## config.mk

```make
export PLATFORM = sky130hd
export DESIGN_NAME = div_seq_ctrl
export DESIGN_NICKNAME = d
export VERILOG_FILES = /design/src/rtl/div_pkg.sv /design/src/rtl/div_sign_fix.sv /design/src/rtl/div_seq_ctrl.sv
export SDC_FILE = /design/constraint.sdc
export NUM_CORES = 1
export LEC_CHECK = 0
export CORE_AREA = 2 2 169 171
export CTS_CLUSTER_DIAMETER = 50
export CTS_CLUSTER_SIZE = 25
export DETAILED_ROUTE_END_ITERATION = 8
export DIE_AREA = 0 0 171 173
export PLACE_DENSITY = 0.72
export SYNTH_ARGS = -nofsm -noshare
export SYNTH_HDL_FRONTEND = slang
export SYNTH_HIERARCHICAL = 1
export SYNTH_SLANG_ARGS = --single-unit
export TNS_END_PERCENT = 1
```

## constraint.sdc

```tcl
create_clock -name clk -period 3.5 [get_ports clk]
set_input_delay 0.7 -clock clk [delete_from_list [all_inputs] [get_ports clk]]
set_output_delay 0.7 -clock clk [all_outputs]
set_load 0.03 [all_outputs]
```

## src/rtl/div_pkg.sv

```systemverilog
// Shared types and constants for the sequential divider controller.
package div_pkg;
    localparam int WIDTH_DEFAULT = 32;
    localparam logic [WIDTH_DEFAULT-1:0] DIV0_QUOTIENT = '1;
    // Settle counter must hold SETTLE_CYCLES-1 for the full 1..15 range.
    localparam int CNT_W = 4;

    typedef enum logic [1:0] {
        IDLE,
        SETTLE,
        FIXUP
    } div_state_e;
endpackage

```

## src/rtl/div_sign_fix.sv

```systemverilog
// Conditional two's-complement: result = sel ? -value : value.
module div_sign_fix #(
    parameter int WIDTH = 32
) (
    input  logic [WIDTH-1:0] value,
    input  logic             sel,
    output logic [WIDTH-1:0] result
);
    assign result = sel ? (~value + WIDTH'(1)) : value;
endmodule

```

## src/rtl/div_seq_ctrl.sv

```systemverilog
// Start/settle/fixup controller around the combinational unsigned divider core.
// Optional macro DIV_ZERO_TRAP_EN adds div_zero_trap and suppresses hi/lo writes on divide-by-zero.
module div_seq_ctrl
    import div_pkg::*;
#(
    parameter int WIDTH         = WIDTH_DEFAULT,
    parameter int SETTLE_CYCLES = 4
) (
    input  logic             clk,
    input  logic             rst_n,
    input  logic             start,
    input  logic             is_signed,
    input  logic [WIDTH-1:0] dividend,
    input  logic [WIDTH-1:0] divisor,
    output logic [WIDTH-1:0] core_q,
    output logic [WIDTH-1:0] core_m,
    input  logic [WIDTH-1:0] core_quotient,
    input  logic [WIDTH-1:0] core_remainder,
    output logic             busy,
    output logic             done,
    output logic [WIDTH-1:0] hi,
    output logic [WIDTH-1:0] lo,
    output logic             div_zero
`ifdef DIV_ZERO_TRAP_EN
    ,
    output logic             div_zero_trap
`endif
);
    div_state_e       state, state_nxt;
    logic [CNT_W-1:0] cnt;
    logic             sgn_op, neg_dvd, neg_dvs, zero_op;
    logic [WIDTH-1:0] quo_cap, rem_cap;
    logic [WIDTH-1:0] dvd_mag, dvs_mag, quo_fix, rem_fix, rem_src;
    logic             accept, capture, finish;

    div_sign_fix #(.WIDTH(WIDTH)) u_dvd_mag (
        .value(dividend), .sel(is_signed & dividend[WIDTH-1]), .result(dvd_mag));
    div_sign_fix #(.WIDTH(WIDTH)) u_dvs_mag (
        .value(divisor), .sel(is_signed & divisor[WIDTH-1]), .result(dvs_mag));

    // On divide-by-zero the remainder path re-signs core_q, which restores the original dividend.
    assign rem_src = zero_op ? core_q : rem_cap;

    div_sign_fix #(.WIDTH(WIDTH)) u_quo_fix (
        .value(quo_cap), .sel(sgn_op & (neg_dvd ^ neg_dvs)), .result(quo_fix));
    div_sign_fix #(.WIDTH(WIDTH)) u_rem_fix (
        .value(rem_src), .sel(sgn_op & neg_dvd), .result(rem_fix));

    always_ff @(posedge clk) begin
        if (!rst_n) state <= IDLE;
        else        state <= state_nxt;
    end

    always_comb begin
        state_nxt = state;
        accept    = 1'b0;
        capture   = 1'b0;
        finish    = 1'b0;
        unique case (state)
            IDLE: begin
                accept = start;
                if (start) state_nxt = SETTLE;
            end
            SETTLE: begin
                capture = (cnt == '0);
                if (cnt == '0) state_nxt = FIXUP;
            end
            FIXUP: begin
                finish    = 1'b1;
                state_nxt = IDLE;
            end
            default: state_nxt = IDLE;
        endcase
    end

    assign busy = (state != IDLE);

    always_ff @(posedge clk) begin
        if (!rst_n) begin
            cnt      <= '0;
            sgn_op   <= 1'b0;
            neg_dvd  <= 1'b0;
            neg_dvs  <= 1'b0;
            zero_op  <= 1'b0;
            quo_cap  <= '0;
            rem_cap  <= '0;
            core_q   <= '0;
            core_m   <= '0;
            hi       <= '0;
            lo       <= '0;
            done     <= 1'b0;
            div_zero <= 1'b0;
`ifdef DIV_ZERO_TRAP_EN
            div_zero_trap <= 1'b0;
`endif
        end else begin
            done <= 1'b0;
`ifdef DIV_ZERO_TRAP_EN
            div_zero_trap <= 1'b0;
`endif
            if (accept) begin
                sgn_op   <= is_signed;
                neg_dvd  <= dividend[WIDTH-1];
                neg_dvs  <= divisor[WIDTH-1];
                zero_op  <= (divisor == '0);
                core_q   <= dvd_mag;
                core_m   <= dvs_mag;
                cnt      <= CNT_W'(SETTLE_CYCLES - 1);
                div_zero <= 1'b0;
            end
            if (state == SETTLE && cnt != '0) cnt <= cnt - CNT_W'(1);
            if (capture) begin
                quo_cap <= core_quotient;
                rem_cap <= core_remainder;
            end
            if (finish) begin
                done     <= 1'b1;
                div_zero <= zero_op;
                if (zero_op) begin
`ifdef DIV_ZERO_TRAP_EN
                    div_zero_trap <= 1'b1;
`else
                    lo <= DIV0_QUOTIENT;
                    hi <= rem_fix;
`endif
                end else begin
                    lo <= quo_fix;
                    hi <= rem_fix;
                end
            end
        end
    end
endmodule

```

* After elaboration in Yosys (flattened, before gate mapping)
Index checks and enable logic that the tools add are counted.
** Storage, ports and cells
- Output and inout bits :: 131
- Logic and storage cells :: 58
- Input bits :: 132
- Register bits after elaboration :: 204
** Operators by class
- Bitwise logic cells :: 9
- Mux-type cells :: 17
- Eq/ne operators :: 4
- Reduce and logical (&&, ||, !) cells :: 9
- Add/subtract/negate cells :: 5
** Operators by type and width (number)
- $mux W32 :: 6
- $add A32 B1 Y32 const B :: 4
- $not A32 Y32 :: 4
- $logic_not A32 Y1 :: 1
- $mux W4 :: 2
- $mux W1 :: 6
- $reduce_bool A2 Y1 :: 3
- $and A1 B1 Y1 :: 4
- $logic_not A4 Y1 :: 1
- $mux W2 :: 2
- $ne A2 B2 Y1 const B :: 2
- $pmux W2 S2 :: 1
- $reduce_bool A4 Y1 :: 1
- $sub A4 B1 Y4 const B :: 1
- $eq A2 B1 Y1 const B :: 1
- $eq A2 B2 Y1 const B :: 1
- $logic_not A2 Y1 :: 1
- $reduce_and A2 Y1 :: 1
- $logic_and A1 B1 Y1 :: 1
- $xor A1 B1 Y1 :: 1

* Logic depth before layout (Yosys ltp)
Gate-level depths: netlist of run 1.
- Depth in word-level cells :: 4
- Depth in mapped cells :: 10

* Cells and area by module
The synthesis of run 1 kept the hierarchy.
** Modules (own cells, without submodules)
- div_seq_ctrl :: cells an instance 963, area each 7852.5 um^2, seq. area each 4083.9 um^2, instances 1
- div_sign_fix :: cells an instance 99, area each 777.0 um^2, seq. area each 0.0 um^2, instances 4

* Worst setup path before layout of run 1
Ideal clock, no wire load.
- Path kind :: flip-flop to flip-flop
- Start point :: register zero_op
- End point :: register hi[27]
- Stages on the path, launching flop included :: 9
- Arrival time :: 2.335 ns
- Slack :: 1.094 ns
- Period minus slack after synthesis :: 2.406 ns
- Cells stage by stage :: dfxtp_1 -> clkbuf_1 -> mux2_2 -> nor4_4 -> nand4b_2 -> o41ai_2 -> xnor2_1 -> nand2_1 -> a21oi_1
** Between the ends
- Longest elaborated chain between the ends :: 4
** Ends and longest elaborated chain
- start, declared :: line div_seq_ctrl.sv:31 : logic sgn_op, neg_dvd, neg_dvs, zero_op;
- start signal, assigned :: line div_seq_ctrl.sv:105 : zero_op <= (divisor == '0);
- $mux W32 :: line div_seq_ctrl.sv:42 : assign rem_src = zero_op ? core_q : rem_cap;
- via rem_src[6] :: line div_seq_ctrl.sv:33 : logic [WIDTH-1:0] dvd_mag, dvs_mag, quo_fix, rem_fix, rem_src;
- $not A32 Y32 :: line div_sign_fix.sv:9 : assign result = sel ? (~value + WIDTH'(1)) : value;
- $add A32 B1 Y32 :: line div_sign_fix.sv:9
- $mux W32 :: line div_sign_fix.sv:9
- via rem_fix[27] :: line div_seq_ctrl.sv:33
- end signal, assigned :: line div_seq_ctrl.sv:124 : hi <= rem_fix;
- end signal, assigned :: line div_seq_ctrl.sv:128 : hi <= rem_fix;
- end, declared :: line div_seq_ctrl.sv:21 : output logic [WIDTH-1:0] hi,
The timed path passes the listed nets, and every way through them passes these cells.
A chain may end at the register's enable or synchronous reset.

* Worst setup path after layout of run 1
- Start point :: register zero_op
- End point :: register hi[31]
Same word-level chain as after synthesis.

==> results of run 1 <==
==> how the worst max path moves through the flow <==
stage	start	endpoint	slack, ps	depth (start not counted)
floorplan	zero_op$_SDFFE_PN0P_	hi[27]$_SDFFE_PN0P_	1090	8
global placement	zero_op$_SDFFE_PN0P_	hi[31]$_SDFFE_PN0P_	600	7
detailed placement	zero_op$_SDFFE_PN0P_	hi[31]$_SDFFE_PN0P_	510	8
CTS	zero_op$_SDFFE_PN0P_	hi[31]$_SDFFE_PN0P_	490	8
global route	zero_op$_SDFFE_PN0P_	hi[31]$_SDFFE_PN0P_	260	7
finish	zero_op$_SDFFE_PN0P_	hi[31]$_SDFFE_PN0P_	440	8
==> layout make-up <==
type                       instances  area, um^2
fill                            2656       12900
sequential                       204        4090
inverter                          11        46.3
clock inverter                    19         235
timing repair buffer             281        2800
multi-input combinational       1040        6380
clock buffer                      30         697
tap                              378         473
==> routing by layer <==
layer  GRT usage (%)  vias up  wire (um)
li1                -     5211          -
met1            31.6     5027      15700
met2            34.7      347      15200
met3            4.37       59       2330
met4            7.27        2       1030
met5               0        -         13
==> logic make-up (layout without fill, tap and decap cells) <==
group | after synthesis | after routing | synth area share [%]
fa+ha+maj | 5 | 5 | 0.571
mux | 32 | 32 | 3.29
buf+inv | 115 | 341 | 4.84
compound gates | 341 | 341 | 18.8
simple gates | 541 | 541 | 25.5
xor+xnor | 121 | 121 | 9.67
flops | 204 | 204 | 37.3
==> flip-flops by register name (all words and copies together), names as in the netlist <==
signal / flops
cnt: 4
core_m: 32
core_q: 32
div_zero: 1
done: 1
hi: 32
lo: 32
neg_dvd: 1
neg_dvs: 1
quo_cap: 32
rem_cap: 32
sgn_op: 1
state: 2
zero_op: 1
==> layout by cell type (no fill, tap or decap), drive strengths merged, types with 15 or more instances in the layout <==
master           n
nor2            39
o21ai          103
o41ai           36
clkbuf          30
nand2          244
clkdlybuf4s50  262
a21oi          165
buf             19
o31ai           33
nor3            74
inv             15
mux2            32
xnor2          120
nor4            30
nand3           81
dfxtp          204
==> power groups by stage <==
stage / clock network (mW) / registers, mW / logic (mW)
floorplan: 0 / 2.75 / 0.863
global placement: 0 / 2.63 / 1.58
detailed placement: 0 / 2.63 / 1.59
CTS: 2.89 / 2.58 / 1.60
global route: 3.00 / 2.60 / 1.74
finish: 2.82 / 2.58 / 1.61
==> worst max-delay path: cells and delay by family (launching register included) <==
kind	cells	cell delay [ps]
buffers and inverters	1	270
multiplexers	1	360
AO/OA/AOI/OAI	2	630
flip-flops	1	790
XOR/XNOR	1	180
AND/OR/NAND/NOR	3	750
==> out/qor.yml, run 1 <==
clock_tree:
  cts_resized: 0
  cts_buffer_depth: 3
  clock-root-buffer: "clkbuf_16"
  cts_tree: "built"
  cts_made_buffers: 27
  cts_setup_buffers: 0
  clock_latency_ps: 520
  cts_hold_buffers: 0
  h-tree-depth: 1
  path_clk_slew_ps: 60
  clock-sinks: 204
route:
  vias: 10600
  routedWlPerCell_um: 17.5
  first_pass_iters: 6
  drt_iter0_markers: 738
  drc: 0
  drtAntennaViolNets: 0
  avgViaCountPerCell: 5.42
  postRouteWirelength_um: 34300
min_path:
  hold_class: "reg -> reg"
  min_to: "hi[24]$_SDFFE_PN0P_"
  hold_start: "hi[24]$_SDFFE_PN0P_"
  holdPathStages: 2
synthesis:
  synth.most_common_cell: "nand2_1"
  synth.area.top_cells: "dfxtp_1 37%, xnor2_1 9.6%, nand2_1 8.4%"
  syn_nets: 1496
  yosys-top-cells-count: "244 x nand2_1, 204 x dfxtp_1, 165 x a21oi_1, 120 x xnor2_1, 88 x o21ai_0"
  synth-async-reset-ratio_pct: 0
  yosys.area.top_type: "dfxtp_1"
  yosysSeqAreaShare_pct: 37.3
  ys_warn_count: 6
  synthCells: 1359
  ys_types: 42
  synth_edf_count: 0
  syn-cell-area_mm2: 0.0110
  synth_top_area_share_pct: 37.3
  synth-seq-cells: 204
  postSynthAreaPerCell_um2: 8.07
  synth_flop_cell: "dfxtp_1"
pwr:
  ir_drop_v: 0.000357
  power.leakage_nw: 4.99
  swShare_pct: 31.8
  p_per_area_mw_per_mm2: 476
  internal-power_mw: 4.78
  pwr-share-clk_pct: 40.2
  netSwitchingPower_mw: 2.23
  seq_power_share_pct: 36.8
  p_comb_share_pct: 23.0
  fin_total_pwr_mw: 7.01
critical_path:
  crit_arrival_ps: 3510
  crit_top_cell: "nand2_1"
  rrSetupSlack_ps: 440
  end_kind: "flip-flop"
  crit_chain: "buf_4 > mux2_2 > nor4_1 > nand2_1 > o41ai_2 > xnor2_1 > nand2_1 > a21oi_1"
  slowest_delay_ps: 790
  ff2ff_path_depth: 8
  crit_slowest_cell: "dfxtp_2"
  reg2reg_to: "hi[31]$_SDFFE_PN0P_"
  start_kind: "flip-flop"
  critPathKind: "reg -> reg"
  reg2reg_from: "zero_op$_SDFFE_PN0P_"
  crit_fanout: 29
  worstPathRequired_ps: 3950
placed_design:
  dpl_cell_area_mm2: 0.0138
  dp_hpwl_um: 24400
  gp_congestion: 0.890
  post-place-cells: 1914
  numPortBuffers: 262
  dp_slack_ps: 513
die:
  die_h_um: 173
  io_pins: 263
  die-area_mm2: 0.0296
  initial_core_util_pct: 39.7
  core-area_mm2: 0.0276
  die_w_um: 171
  rows: 61
finish:
  antenna_cells: 0
  nNetsFinal: 1702
  fin_util_pct: 53.3
  drive_gt1_share_pct: 9.46
  stdcell_area_mm2: 0.0147
  final_cell_count_no_fill: 1963
  area_growth_pct: 34.3
timing:
  tightest_slew_ps: 1130
  setup_slack_ps: 443
  fin_crit_ps: 3060
  holdWs_ps: 458
  grt_setup_unrepaired: "no"
  hold_violations: 0
  final.setup.tns_ps: 0
  timing.slew.headroom_pct: 24.9
  setup_viol: 0
  drv_slew: 0
  fmax_mhz: 327
  skew_ps: 13.2
  period_share_pct: 87.4
global_route:
  overflow: 0
  antenna_found_initial: 2
  grt_pass1_wl_um: 54800
  grt_pass1_vias: 10100
  grt_use_total_pct: 22.6
  grt_max_degree: 69
run_status:
  status: "finished, final reports clean"
job:
  maxCapViolCount: 0
Power figures use the tool's default switching activity.
==> inputs of run 2 (changes only) <==
--- a/config.mk
+++ b/config.mk
@@ -7,7 +7,7 @@
 export LEC_CHECK = 0
 export CORE_AREA = 2 2 169 171
 export CTS_CLUSTER_DIAMETER = 50
-export CTS_CLUSTER_SIZE = 25
+export CTS_CLUSTER_SIZE = 30
 export DETAILED_ROUTE_END_ITERATION = 8
 export DIE_AREA = 0 0 171 173
 export PLACE_DENSITY = 0.72
==> constraint.sdc (replaced) <==
create_clock -name clk -period 3.2 [get_ports clk]
set_input_delay 0.64 -clock clk [delete_from_list [all_inputs] [get_ports clk]]
set_output_delay 0.64 -clock clk [all_outputs]
set_load 0.03 [all_outputs]
==> run 2 against run 1 <==
  * Clock power rose by 16%
  * Count of clock-buffer cells in the layout fell by 1
  * Clock skew shrank 1.8 ps
  * Sequential power grew 9.7%
  * Highest routed layer unchanged
==> out/qor.yml, run 2 (synthesized netlist as in run 1, its figures left out) <==
run_status:
  status: "finished, final reports clean"  # unchanged
pwr:
  fin_total_pwr_mw: 7.87  # was 7.01 mW
  ir_drop_v: 0.000328  # was 0.000357 V
  pwr-share-clk_pct: 41.6  # was 40.2%
  swShare_pct: 33.6  # was 31.8%
  power.leakage_nw: 5.04  # was 4.99 nW
  netSwitchingPower_mw: 2.65  # was 2.23 mW
  seq_power_share_pct: 35.9  # was 36.8%
  p_per_area_mw_per_mm2: 531  # was 476 mW/mm^2
  internal-power_mw: 5.22  # was 4.78 mW
  p_comb_share_pct: 22.5  # was 23.0%
job:
  maxCapViolCount: 0  # unchanged
route:
  postRouteWirelength_um: 34400  # was 34,300 um
  vias: 10700  # was 10,600
  drc: 0  # unchanged
  drtAntennaViolNets: 0  # unchanged
  routedWlPerCell_um: 17.5  # about the same
  drt_iter0_markers: 749  # was 738
  first_pass_iters: 5  # was 6
  avgViaCountPerCell: 5.42  # about the same
global_route:
  grt_max_degree: 72  # was 69
  grt.busiest_layer: "met2"  # unchanged
  grt_pass1_wl_um: 54500  # was 54,800 um
  grt_use_total_pct: 22.5  # was 22.6%
  met1_usage_pct: 31.7  # was 31.6%
  antenna_found_initial: 2  # unchanged
  overflow: 0  # unchanged
  grt_pass1_vias: 10000  # was 10,100
  grtUsageMet3_pct: 4.49  # was 4.37%
  use_met2_pct: 34.5  # was 34.7%
finish:
  fin_util_pct: 53.7  # was 53.3%
  layout_commonest_cell: "clkdlybuf4s50_1"  # unchanged
  nNetsFinal: 1707  # was 1,702
  layout_common_cells: "262 x clkdlybuf4s50_1, 244 x nand2_1, 203 x dfxtp_1"  # unchanged
  area_growth_pct: 35.3  # was 34.3%
  drive_gt1_share_pct: 9.99  # was 9.46%
critical_path:
  critPathKind: "reg -> reg"  # unchanged
  slowest_delay_ps: 530  # was 790 ps
  crit_fanout: 66  # was 29
  end_kind: "flip-flop"  # unchanged
  crit_slowest_cell: "nor3_1"  # was dfxtp_2
  crit_arrival_ps: 3210  # was 3510 ps
  crit_chain: "buf_12 > mux2_2 > nor3_1 > nand3_1 > o31ai_1 > xnor2_1 > nand2_1 > a21oi_1"  # was buf_4 > mux2_2 > nor4_1 > nand2_1 > o41ai_2 > xnor2_1 > nand2_1 > a21oi_1
  path_buf_inv: 1  # unchanged
  start_kind: "flip-flop"  # unchanged
  crit_family: "simple AND/OR/NAND/NOR gates"  # was flip-flops
  worstPathRequired_ps: 3680  # was 3950 ps
die:
  rows: 61  # unchanged
  core-area_mm2: 0.0276  # unchanged
  initial_core_util_pct: 39.7  # unchanged
  die_h_um: 173  # unchanged
  io_pins: 263  # unchanged
  die-area_mm2: 0.0296  # unchanged
  die_w_um: 171  # unchanged
timing:
  period_share_pct: 85.5  # was 87.4%
  grt_setup_unrepaired: "no"  # unchanged
  fmax_mhz: 365  # was 327 MHz
  hold_violations: 0  # unchanged
  fin_crit_ps: 2740  # was 3060 ps
  final.setup.tns_ps: 0  # unchanged
  timing.slew.headroom_pct: 45.0  # was 24.9%
  tightest_slew_ps: 824  # was 1130 ps
  skew_ps: 11.3  # was 13.2 ps
  setup_viol: 0  # unchanged
  drv_slew: 0  # unchanged
clock_tree:
  cts_tree: "built"  # unchanged
  cts_setup_buffers: 0  # unchanged
  cts_made_buffers: 29  # was 27
  cts_resized: 0  # unchanged
  h-tree-depth: 1  # unchanged
  cts_hold_buffers: 0  # unchanged
  path_clk_slew_ps: 60  # about the same
  clock_latency_ps: 550  # was 520 ps
  clock-root-buffer: "clkbuf_16"  # unchanged
  clock-sinks: 204  # unchanged
  cts_buffer_depth: 3  # unchanged
placed_design:
  gp_congestion: 0.911  # was 0.890
  numPortBuffers: 262  # unchanged
  dp_hpwl_um: 24500  # was 24,400 um
min_path:
  hold_class: "reg -> reg"  # unchanged
==> run 2: final timing paths <==
kind / start / to / slack [ps] / depth (start not counted)
setup / recovery: zero_op$_SDFFE_PN0P_ / hi[13]$_SDFFE_PN0P_ / 460 / 8
hold / removal: core_m[20]$_SDFFE_PN0P_ / core_m[20]$_SDFFE_PN0P_ / 450 / 2
setup reg to reg: zero_op$_SDFFE_PN0P_ / hi[13]$_SDFFE_PN0P_ / 460 / 8
hold reg to reg: core_m[20]$_SDFFE_PN0P_ / core_m[20]$_SDFFE_PN0P_ / 450 / 2
==> run 2: worst register-to-register path, cell delays in order, from the launching register on <==
cell and delay, ps:
dfxtp_2 340, buf_12 300, mux2_2 460, nor3_1 530, nand3_1 330, o31ai_1 340, xnor2_1 170, nand2_1 70
a21oi_1 140
==> run 2: power by group through the flow <==
stage / Combinational, mW / Sequential (mW) / Clock (mW)
after detailed placement: 1.75 / 2.88 / 0
after global routing: 1.91 / 2.84 / 3.45
after CTS: 1.76 / 2.82 / 3.34
after floorplan: 0.944 / 3.01 / 0
final: 1.77 / 2.83 / 3.27
after global placement: 1.72 / 2.87 / 0
==> run 2: layout make-up <==
type,count,area [um^2]
timing repair buffer,284,2840
inverter,11,46.3
tap,378,473
sequential,204,4090
clock buffer,29,726
antenna,1,2.50
clock inverter,24,278
multi-input combinational,1040,6380
fill,2597,12800
==> run 2: per-stage QoR <==
stage          cells  setup WS [ps]  hold WS (ps)  cell area, um^2
3_5_place_dp    1917            416           449            13800
2_1_floorplan   1359            794           440            11000
4_1_cts         1970            535           459            14800
3_3_place_gp    1917            416           443            13800
5_1_grt         1971            272           475            14800
6_report        1971            464           453            14800
==> run 2: metal layers <==
| layer | routed length [um] | share of wire, % | up-vias |
|---|---|---|---|
| met5 | 16 | 0.046 | - |
| met4 | 1020 | 3.0 | 2 |
| met3 | 2400 | 7.0 | 62 |
| met2 | 15300 | 45 | 375 |
| met1 | 15600 | 45 | 5038 |
| li1 | - | - | 5211 |
